$ cat src/rtl/load_store_unit.sv
// Data-memory initiator: sequences one load/store at a time onto the memory port.
// Sub-word stores at non-zero offset go through a read-modify-write when RMW_EN is set.
module load_store_unit #(
  parameter bit RMW_EN = 1'b1
) (
  input  logic        clk,
  input  logic        reset,
  input  logic        req_valid,
  output logic        req_ready,
  input  logic        req_we,
  input  logic [2:0]  req_op,
  input  logic        req_data_seg,
  input  logic [31:0] req_addr,
  input  logic [31:0] req_wdata,
  output logic        resp_valid,
  output logic        resp_err,
  output logic [31:0] resp_rdata,
  output logic        mem_we,
  output logic        mem_AddrSrc,
  output logic [2:0]  mem_MemOp,
  output logic [31:0] mem_addr,
  output logic [31:0] mem_wd,
  input  logic [31:0] mem_rd
);

  // state  | meaning
  // IDLE   | waiting for a request, req_ready high
  // LOAD   | memory read, result captured at cycle end
  // WRITE  | direct store (sw, or sb/sh at offset 0)
  // RMW_RD | aligned word read, merged with store data
  // RMW_WR | merged word written back
  // DONE   | one-cycle response
  typedef enum logic [2:0] {IDLE, LOAD, WRITE, RMW_RD, RMW_WR, DONE} state_t;

  localparam logic [2:0] OP_B  = 3'b001;
  localparam logic [2:0] OP_H  = 3'b010;
  localparam logic [2:0] OP_W  = 3'b011;
  localparam logic [2:0] OP_BU = 3'b100;
  localparam logic [2:0] OP_HU = 3'b101;

  state_t      state, state_nxt;
  logic        we_q;
  logic [2:0]  op_q;
  logic        seg_q;
  logic [31:0] addr_q;
  logic [31:0] wdata_q;
  logic [31:0] merge_q;
  logic        err_q;
  logic        mem_we_int;

  logic accept;
  logic op_illegal;
  logic misaligned;
  logic subword_off;
  logic cls_err;

  assign req_ready  = (state == IDLE) && !reset;
  assign accept     = req_valid && req_ready;
  assign resp_valid = (state == DONE) && !reset;
  assign resp_err   = resp_valid && err_q;
  assign mem_we     = mem_we_int && !reset;

  function automatic logic [31:0] merge_word(input logic [31:0] word, input logic [31:0] wd,
                                             input logic [2:0] op, input logic [1:0] off);
    logic [31:0] m;
    m = word;
    if (op == OP_H) begin
      if (off[1]) m[31:16] = wd[15:0];
      else        m[15:0]  = wd[15:0];
    end else begin
      case (off)
        2'd0:    m[7:0]   = wd[7:0];
        2'd1:    m[15:8]  = wd[7:0];
        2'd2:    m[23:16] = wd[7:0];
        default: m[31:24] = wd[7:0];
      endcase
    end
    return m;
  endfunction

  always_comb begin
    if (req_we) op_illegal = !(req_op inside {OP_B, OP_H, OP_W});
    else        op_illegal = !(req_op inside {OP_B, OP_H, OP_W, OP_BU, OP_HU});
    misaligned  = ((req_op == OP_H || req_op == OP_HU) && req_addr[0]) ||
                  ((req_op == OP_W) && (req_addr[1:0] != 2'b00));
    subword_off = req_we && (req_op == OP_B || req_op == OP_H) && (req_addr[1:0] != 2'b00);
    cls_err     = op_illegal || misaligned || (subword_off && !RMW_EN);
  end

  always_comb begin
    state_nxt   = state;
    mem_we_int  = 1'b0;
    mem_AddrSrc = 1'b0;
    mem_MemOp   = 3'b000;
    mem_addr    = 32'h0;
    mem_wd      = 32'h0;
    case (state)
      IDLE: begin
        if (accept) begin
          if (cls_err)          state_nxt = DONE;
          else if (!req_we)     state_nxt = LOAD;
          else if (subword_off) state_nxt = RMW_RD;
          else                  state_nxt = WRITE;
        end
      end
      LOAD: begin
        mem_AddrSrc = seg_q;
        mem_MemOp   = op_q;
        mem_addr    = addr_q;
        state_nxt   = DONE;
      end
      WRITE: begin
        mem_we_int  = 1'b1;
        mem_AddrSrc = seg_q;
        mem_MemOp   = op_q;
        mem_addr    = addr_q;
        mem_wd      = wdata_q;
        state_nxt   = DONE;
      end
      RMW_RD: begin
        mem_AddrSrc = seg_q;
        mem_MemOp   = OP_W;
        mem_addr    = {addr_q[31:2], 2'b00};
        state_nxt   = RMW_WR;
      end
      RMW_WR: begin
        mem_we_int  = 1'b1;
        mem_AddrSrc = seg_q;
        mem_MemOp   = OP_W;
        mem_addr    = {addr_q[31:2], 2'b00};
        mem_wd      = merge_q;
        state_nxt   = DONE;
      end
      DONE:    state_nxt = IDLE;
      default: state_nxt = IDLE;
    endcase
  end

  always_ff @(posedge clk) begin
    if (reset) begin
      state      <= IDLE;
      we_q       <= 1'b0;
      op_q       <= 3'b000;
      seg_q      <= 1'b0;
      addr_q     <= 32'h0;
      wdata_q    <= 32'h0;
      merge_q    <= 32'h0;
      err_q      <= 1'b0;
      resp_rdata <= 32'h0;
    end else begin
      state <= state_nxt;
      if (accept) begin
        we_q    <= req_we;
        op_q    <= req_op;
        seg_q   <= req_data_seg;
        addr_q  <= req_addr;
        wdata_q <= req_wdata;
        err_q   <= cls_err;
        if (cls_err) resp_rdata <= 32'h0;
      end
      case (state)
        LOAD:          resp_rdata <= mem_rd;
        WRITE, RMW_WR: resp_rdata <= 32'h0;
        RMW_RD:        merge_q    <= merge_word(mem_rd, wdata_q, op_q, addr_q[1:0]);
        default:       ;
      endcase
    end
  end

endmodule

$ cat config.mk
export PLATFORM = sky130hd
export DESIGN_NAME = load_store_unit
export DESIGN_NICKNAME = d
export VERILOG_FILES = /design/src/rtl/load_store_unit.sv
export SDC_FILE = /design/constraint.sdc
export NUM_CORES = 1
export LEC_CHECK = 0
export CELL_PAD_IN_SITES_DETAIL_PLACEMENT = 1
export CELL_PAD_IN_SITES_GLOBAL_PLACEMENT = 2
export CORE_MARGIN = 1
export CORE_UTILIZATION = 26
export CTS_BUF_LIST = sky130_fd_sc_hd__clkbuf_8
export CTS_CLUSTER_SIZE = 20
export DETAILED_ROUTE_END_ITERATION = 7
export PLACE_DENSITY = 0.82
export REMOVE_ABC_BUFFERS = 1
export SYNTH_ARGS = -nofsm -noshare
export SYNTH_HDL_FRONTEND = slang
export SYNTH_SLANG_ARGS = --single-unit
$ cat constraint.sdc
create_clock -name clk -period 2.1 [get_ports clk]
set_clock_uncertainty 0.1 [all_clocks]
set_input_delay 0.42 -clock clk [delete_from_list [all_inputs] [get_ports clk]]
set_output_delay 0.42 -clock clk [all_outputs]
set_load 0.1 [all_outputs]
# --- After elaboration in Yosys (flattened, before gate mapping) ---
# Cells that the tools add are included.
word_totals:
  reg_bits: 136
  in_bits: 104
op_classes:
  n_eq_ne: 14
  muxes: 21
  n_reduce_logical: 30
ops:
  columns: ["op", "count"]
  rows:
  - ["$pmux 32 s2", 3]
  - ["$mux 32", 3]
  - ["$mux 16", 2]
  - ["$mux 8", 4]
  - ["$eq 3x2->1 const B", 5]
  - ["$eq 3x3->1 const B", 4]
  - ["$logic_and 1x1->1", 9]
  - ["$pmux 3 s3", 1]
  - ["$reduce_bool 3->1", 3]
  - ["$eq 3x1->1 const B", 2]
  - ["$mux 3", 2]
  - ["$pmux 3 s2", 1]
  - ["$reduce_or 2->1", 3]
  - ["$reduce_or 3->1", 2]
  - ["$reduce_bool 5->1", 1]
  - ["$logic_or 1x1->1", 4]
  - ["$mux 1", 4]
  - ["$reduce_or 4->1", 1]
  - ["$logic_not 1->1", 3]
  - ["$logic_not 3->1", 1]
  - ["$eq 2x1->1 const B", 1]
  - ["$eq 2x2->1 const B", 1]
  - ["$logic_not 2->1", 1]
  - ["$mux 2", 1]
  - ["3 further kinds", 3]

# --- Logic depth before layout (Yosys ltp) ---
# Gate-level depths: netlist (run 1).
depth:
  word_depth: 9
  depth_mapped: 6
  ltp_nobuf: 4

# --- Least setup slack after synthesis (run 1) ---
# Ideal clock, no wire load.
synth_timing:
  kind: "input to output"
  from: "input reset"
  to: "output resp_err"
  t_arrival_ns: 4.587
  required_ns: 1.580
  path_slack_ns: -3.007
  stages: 3
  n_path_buf: 1
  path_cell_list: "buf_2 > nor4bb_1 > and2_1"
synth_via:
  elab_chain_len: 3
synth_lines:
  columns: ["element", "line_no", "rtl"]
  rows:
  - ["from (decl)", "7", "input logic reset,"]
  - ["$logic_not 1->1", "59", "assign resp_valid = (state == DONE) && !reset;"]
  - ["$logic_and 1x1->1", "59", null]
  - ["named net resp_valid", "15", "output logic resp_valid,"]
  - ["$logic_and 1x1->1", "60", "assign resp_err = resp_valid && err_q;"]
  - ["to (decl)", "16", "output logic resp_err,"]
# The timed path passes the listed nets, and every way through them passes these cells.

# --- Final worst setup path (run 1) ---
layout_timing:
  from: "register state[0]"
  to: "output mem_wd[1]"
layout_via:
  elab_chain_len: 2
  elab_cells_between_ends: 3
  cone_classes: "eq/ne: 2; mux: 1"
layout_lines:
  columns: ["element", "line_no", "rtl"]
  rows:
  - ["from (decl)", "41", "state_t state, state_nxt;"]
  - ["from (signal assigned)", "151", "state <= state_nxt;"]
  - ["$eq 3x3->1 or $eq 3x2->1 (tied branches)", "97", "case (state)"]
  - ["$pmux 32 s2 (*)", "97", null]
  - ["to (decl)", "22", "output logic [31:0] mem_wd,"]
# Mark *: on every way between the ends. The rest lies on a longest branch, timed or not.

==> results.md, run 1 <==
- Hold Worst Slack: 0.3492 ns
- Ys Warns: 0
- Post-layout nets: 1064
- Normalized max-slew margin: 61.54%
- # clock sinks: between 100 and 150
- Global Route Usage Sum: 20.38%
- CTS tree: done
- Leak: between 4 and 5 nW
- Wire per inst: 19.68 µm
- Main synth FF type: dfxtp_1
- Pre-CTS setup slack: -0.1096 ns
- Final setup fails: roughly 80
- Core Region: 22710 µm²
- Area leader, netlist: dfxtp_1
- First-pass GRT wire length: 37.40 mm
- Final Hold Vio Count: 0
- Unique cell type count in the Yosys netlist: 44
- Vias in the first global route: between 6000 and 7000
- Multi-input combinational cell area: about 3400 µm²
- Failing checks: setup timing
- Pre-antenna DRT Iters: 4
- PD cells: 736.7 nW/µm²
- Die Wd: 154.6 µm
- Period utilization: 112.3%
- Top cells by area, synth: dfxtp_1 45%, nand2_1 15%, nand3_1 6.9%
- Cts hold-fix bufs: 0
- PortBufs: 207
- DP Area: 9363 µm²
- Die height: 154.6 µm
- Initial Utilization: 26.66%
- Setup TNS: -13.39 ns
- Final Max Slew Viols: 0
- Synthesized area per cell: between 8 and 9 µm²
- Worst-Skew Late Latency: 0.45 ns
- Routed wire length: 24.76 mm
- Number of cells produced by synthesis: 735
- Synth top area share: between 40% and 50%
- Fmax: 0.4242 GHz
- Post-route ant nets: 0
- Startpoint Class: flop
- RePlAce Congestion: 0.7704
- Sequential share of the synthesized area: between 40 and 50%
- Drt initial violations: 210
- Die Footprint: 23900 µm²
- CTS Buffer Depth: 2
- Largest net degree at the start of global routing: 48
- Fillcell total: 2547
- Max-cap violations: 0
- Pwr Total: about 7.7 mW
- ANT cells: 0
- Minimum clock period: 2.357 ns
- Unrepaired setup endpoints after global routing: true
- Register area: between 2000 and 3000 µm²
- Vias per Instance: about 4.9
- Clock transition at path regs: 0.08 ns
- Post-Syn Area: 6055 µm²
- TritonCTS buffer count: 17
- Most frequent cell after synthesis: nand2_1
- GR Overflow Total: 0
- Share of cells above drive strength 1: around 27%
- Ys async rst share: 0%
- Synth Register Bits: about 140
- Max IR drop VDD: 0.3979 mV
- Slew @ Worst Pin: 0.5769 ns
- Initial antenna violation count: 1
- CP Max Fanout: 9
- Worst Hold Class: reg -> reg
- Root Buffer: clkbuf_8
- Vias: roughly 6100
- CP Class: reg -> out
- Drt drc: 0
- Post-route cell area: 10410 µm²
- Flop2flop setup slack: -0.03 ns
- Crit path arrival time: 1.84 ns
- Commonest cells in the netlist: 236 x nand2_1, 136 x dfxtp_1, 83 x nand3_1
- I/O pin total: 208
- Area grow syn2layout: 71.92%
- Status: finished, violations left
- CP Data Required Time: 1.58 ns
- Post-route setup slack: -0.2575 ns
- DP HPWL: 16.29 mm
- EDFF count, synth: 0
- H-tree lvl count: 4
- Cell row count: 55
- Crit. End Element: output port
state kept, by name (all words and copies together), names as in the netlist:
signal and cells:
addr_q 32, merge_q 32, resp_rdata 32, wdata_q 32
op_q 3, state 3, err_q 1, seg_q 1
worst max-delay path: stages, from the launching register on:
cell	delay, ns
dfxtp_4	0.39
nor3b_4	0.25
buf_6	0.19
buf_6	0.17
a22o_1	0.20
buf_12	0.19
power by group:
part           switching [mW]  internal [mW]  total [mW]  leakage, nW
Sequential              0.142           2.74        2.88         1.11
Clock                    1.07           1.39        2.46        0.228
Combinational            1.45          0.867        2.32         3.16
cell usage in the layout (no fill, tap or decap), types with 7 or more instances in the layout:
master           instances
a22o_1                  10
a22o_4                  22
a32o_1                  16
and2_1                  20
and2_4                  15
buf_12                  86
buf_4                   63
buf_6                    7
clkbuf_8                20
clkdlybuf4s50_1        103
dfxtp_1                132
mux2i_1                 40
nand2_1                235
nand3_1                 83
o21ai_1                 30
o2bb2ai_1               14
cells by family (layout without fill, tap and decap cells):
group / count (synthesis) / in the layout / synth area share, %
multiplexers: 40 / 40 / 6.613
flip-flops: 136 / 136 / 44.97
AND/OR/NAND/NOR: 379 / 379 / 28.08
AO/OA/AOI/OAI: 117 / 117 / 15.21
buffers and inverters: 61 / 299 / 4.835
XOR/XNOR: 2 / 2 / 0.2894
final cells by class:
cell class / instances / area share, %
inverter: 2 / 0.07212
clock inverter: 12 / 1.671
tap: 285 / 3.426
timing repair buffer: 265 / 33.24
multi-input combinational: 538 / 32.67
sequential: 136 / 26.28
clock buffer: 20 / 2.645
metrics by stage:
stage | cells | utilization (%)
global placement | 1208 | 41.23
global route | 1258 | 45.83
CTS | 1249 | 44.56
floorplan | 676 | -
detailed placement | 1208 | 41.23
finish | 1258 | 45.83
worst paths after layout:
kind,start,end,depth (start not counted)
worst min register to register,addr_q[20]$_SDFFE_PP0P_,addr_q[20]$_SDFFE_PP0P_,2
worst max-delay path,state[0]$_SDFFE_PP0P_,mem_wd[1],5
worst max register to register,state[1]$_SDFFE_PP0P_,resp_rdata[11]$_SDFFE_PP0P_,9
worst min-delay path,addr_q[20]$_SDFFE_PP0P_,addr_q[20]$_SDFFE_PP0P_,2
routing by layer:
layer  vias to the layer above  track usage [%]  part of all wire, %
met5                         -                0                0.065
met4                         2            4.903                 0.88
met3                        18            7.509                  7.2
met2                       177            33.79                   49
met1                      2942            24.96                   43
li1                       2972                -                    -
timing repair:
item	in CTS	in global routing
cloned	2	5
pin swaps	8	1
endpoints found under the setup margin	72	93
setup buffers	7	4
resized for setup	39	31
(Power assumes the default switching activity.)
==> run 2, diff against run 1 <==
ABC_CLOCK_PERIOD_IN_PS = 2100   (was unset)
==> results of run 2 <==
Same layout as run 1: the final DEF is identical, and so are final timing and power.
==> run 3, diff against run 2 <==
CORE_MARGIN = 4   (was 1)
CTS_CLUSTER_DIAMETER = 200   (was unset)
MAX_ROUTING_LAYER = met4   (was unset)
==> run 3 against run 2 <==
  * The run still ends with setup timing left
  * Global-route usage shrank 1.4 points
  * Count of clock-buffer cells in the layout shrank 2
  * Die area grew 7.9%
  * Sequential cell count is the same
  * Worst hold slack gained 0.0029 ns
  * Total power grew 0.92%
  * Core utilization grew 1.9 points
  * Final cell count grew 3.6%
  * Critical path type unchanged
  * Critical endpoint is now mem_wd[0]
  * Largest cell class unchanged
  * Largest power group unchanged
  * Highest routed layer is now met4
==> results.md, run 3 (synthesis results as in run 1) <==
- Post-route setup slack: -0.2387 ns (+0.01882 ns)
- Buffers & Inverters on Critical Path: 3 (unchanged)
- Drt initial violations: 303 (+44%)
- Flop2flop setup slack: -0.05 ns (-0.02 ns)
- R2R Path End: resp_rdata[26]$_SDFFE_PP0P_
- Slew @ Worst Pin: 0.8568 ns (+0.2799 ns)
- CP Max Fanout: 10 (+1)
- TritonCTS buffer count: 17 (unchanged)
- Die Footprint: 25790 µm² (+7.9%)
- Cell row count: 55 (unchanged)
- Final Max Slew Viols: 0 (unchanged)
- Vias: 6242 (+2.1%)
- I/O pin total: 208 (unchanged)
- Failing checks: setup timing
- CP Data Required Time: 1.58 ns (about the same)
- Final setup fails: 106 (+36%)
- Routed wire length: 26.80 mm (+8.2%)
- H-tree lvl count: 4 (unchanged)
- Unrepaired setup endpoints after global routing: true
- First-pass GRT wire length: 37.57 mm (+0.46%)
- Share of cells above drive strength 1: 31.17% (+4.0 points)
- Drt drc: 0 (unchanged)
- Crit. End Element: output port
- Pwr Total: 7.739 mW (+0.92%)
- CP max stage cell: dfxtp_4
- Max-cap violations: 0 (unchanged)
- Post-layout nets: 1079 (+1.4%)
- Normalized max-slew margin: 42.74% (-19 points)
- R2R Path Start: state[1]$_SDFFE_PP0P_
- Initial antenna violation count: 2 (+1)
- CP top delay family: buffers and inverters
- Fmax: 0.4276 GHz (+0.80%)
- Hold Path End: resp_rdata[3]$_SDFFE_PP0P_
- Status: finished, violations left
- Die height: 160.6 µm (+3.9%)
- Core Region: 22780 µm² (+0.30%)
- GR Overflow Total: 0 (unchanged)
- Most frequent cells in the layout: 234 x nand2_1, 132 x dfxtp_1, 102 x clkdlybuf4s50_1
- Clock transition at path regs: 0.09 ns (about the same)
- Period utilization: 111.4% (-0.90 points)
- Global Route Usage Sum: 19.01% (-1.4 points)
- Post-route ant nets: 0 (unchanged)
- CP Class: reg -> out
- Hold_sp: resp_rdata[3]$_SDFFE_PP0P_
- Leak: 4.683 nW (+4.0%)
- Die Wd: 160.6 µm (+3.9%)
- # clock sinks: 136 (unchanged)
- DP HPWL: 16.46 mm (+1.0%)
- Root Buffer: clkbuf_8
- Util after Layout: 47.70% (+1.9 points)
- Initial Utilization: 26.58% (-0.081 points)
- Wire per inst: 20.56 µm (+4.5%)
- Minimum clock period: 2.339 ns (-0.01882 ns)
- Hold Worst Slack: 0.3521 ns (+0.002915 ns)
- Vias per Instance: 4.790 (-1.4%)
- Pre-antenna DRT Iters: 5 (+1)
- Worst-Skew Late Latency: 0.45 ns (about the same)
- Multi-input combinational cell area: 3557 µm² (+4.6%)
- Max IR drop VDD: 0.3202 mV (-20%)
- PD cells: 712.2 nW/µm² (-3.3%)
- RePlAce Congestion: 0.7608 (-1.2%)
- Final Hold Vio Count: 0 (unchanged)
- Commonest non-fill, non-tap cell in the layout: nand2_1
- Worst Hold Class: reg -> reg
- Register area: 2735 µm² (unchanged)
- PortBufs: 207 (unchanged)
- Vias in the first global route: 6531 (+0.046%)
- Critical Path Max Stage Delay: 0.42 ns (+0.03 ns)
- Min-Delay Path Depth: 2 (unchanged)
- Startpoint Class: flop
- Area grow syn2layout: 79.46%
- CTS tree: done
- Cell Chain, Critical Path: nor3b_4, buf_12, buf_16, a22o_1, buf_12
- Fillcell total: 2510 (-1.5%)
- CTS Buffer Depth: 2 (unchanged)
- Top cell by count, worst path: buf_12
- Largest net degree at the start of global routing: 50 (+4.2%)
- Cell count of the worst reg-to-reg path: 11 (+2)
- Crit path arrival time: 1.82 ns (-0.02 ns)
==> run 3: worst max-delay path by stage <==
stage                                       to                   from  depth (start not counted)  slack [ns]
floorplan           resp_rdata[0]$_SDFFE_PP0P_  state[2]$_SDFFE_PP0P_                          4       -3.27
global placement      merge_q[15]$_SDFFE_PP0P_                  reset                          4       -0.09
global route                         req_ready  state[1]$_SDFFE_PP0P_                          6       -0.33
detailed placement  resp_rdata[2]$_SDFFE_PP0P_              req_op[2]                          6       -0.11
CTS                                  mem_wd[2]  state[1]$_SDFFE_PP0P_                          5       -0.24
finish                               mem_wd[0]  state[1]$_SDFFE_PP0P_                          5       -0.24
==> run 3: power by group <==
part	leakage, nW	internal [mW]	switching (mW)	total, mW
Combinational	3.38	1.05	1.56	2.61
Clock	0.188	1.09	1.15	2.24
Sequential	1.11	2.74	0.146	2.89
==> run 3: final cells by class <==
cell class / count / area share (%)
sequential: 136 / 25.17
multi-input combinational: 538 / 32.74
clock inverter: 14 / 1.359
clock buffer: 18 / 2.280
inverter: 2 / 0.06909
tap: 313 / 3.604
timing repair buffer: 280 / 34.73
antenna: 2 / 0.04606
==> run 3: tightest hold or removal path: cells and delay by family, from the launching register on <==
family          cells  cell delay, ns
flops               1            0.31
compound gates      1            0.05
simple gates        1            0.05
==> run 3: per-stage QoR <==
step	worst slack (ns)	cell area [µm²]	setup TNS, ns	std cells
after floorplan	-3.267	5769	-347.00	676
after global placement	-0.08621	9375	-5.814	1233
after detailed placement	-0.1051	9375	-6.770	1233
after CTS	-0.2378	10170	-13.79	1278
after global routing	-0.3295	10870	-27.38	1303
final	-0.2387	10870	-15.34	1303
==> run 3: per-layer routing <==
layer  track usage (%)  up-vias  wire (µm)
met5                 -        -          0
met4             3.637        0        320
met3             8.186       23       2264
met2             30.74      188      12980
met1             22.22     3017      11240
li1                  -     3014          -
==> run 3: what timing repair did <==
| action | in CTS | in global routing |
|---|---|---|
| resized for setup | 52 | 64 |
| pin swaps | 6 | 57 |
| setup endpoints to repair | 72 | 82 |
| setup buffers | 11 | 14 |
| hold buffers | 0 | 0 |
| gates cloned | 2 | 10 |
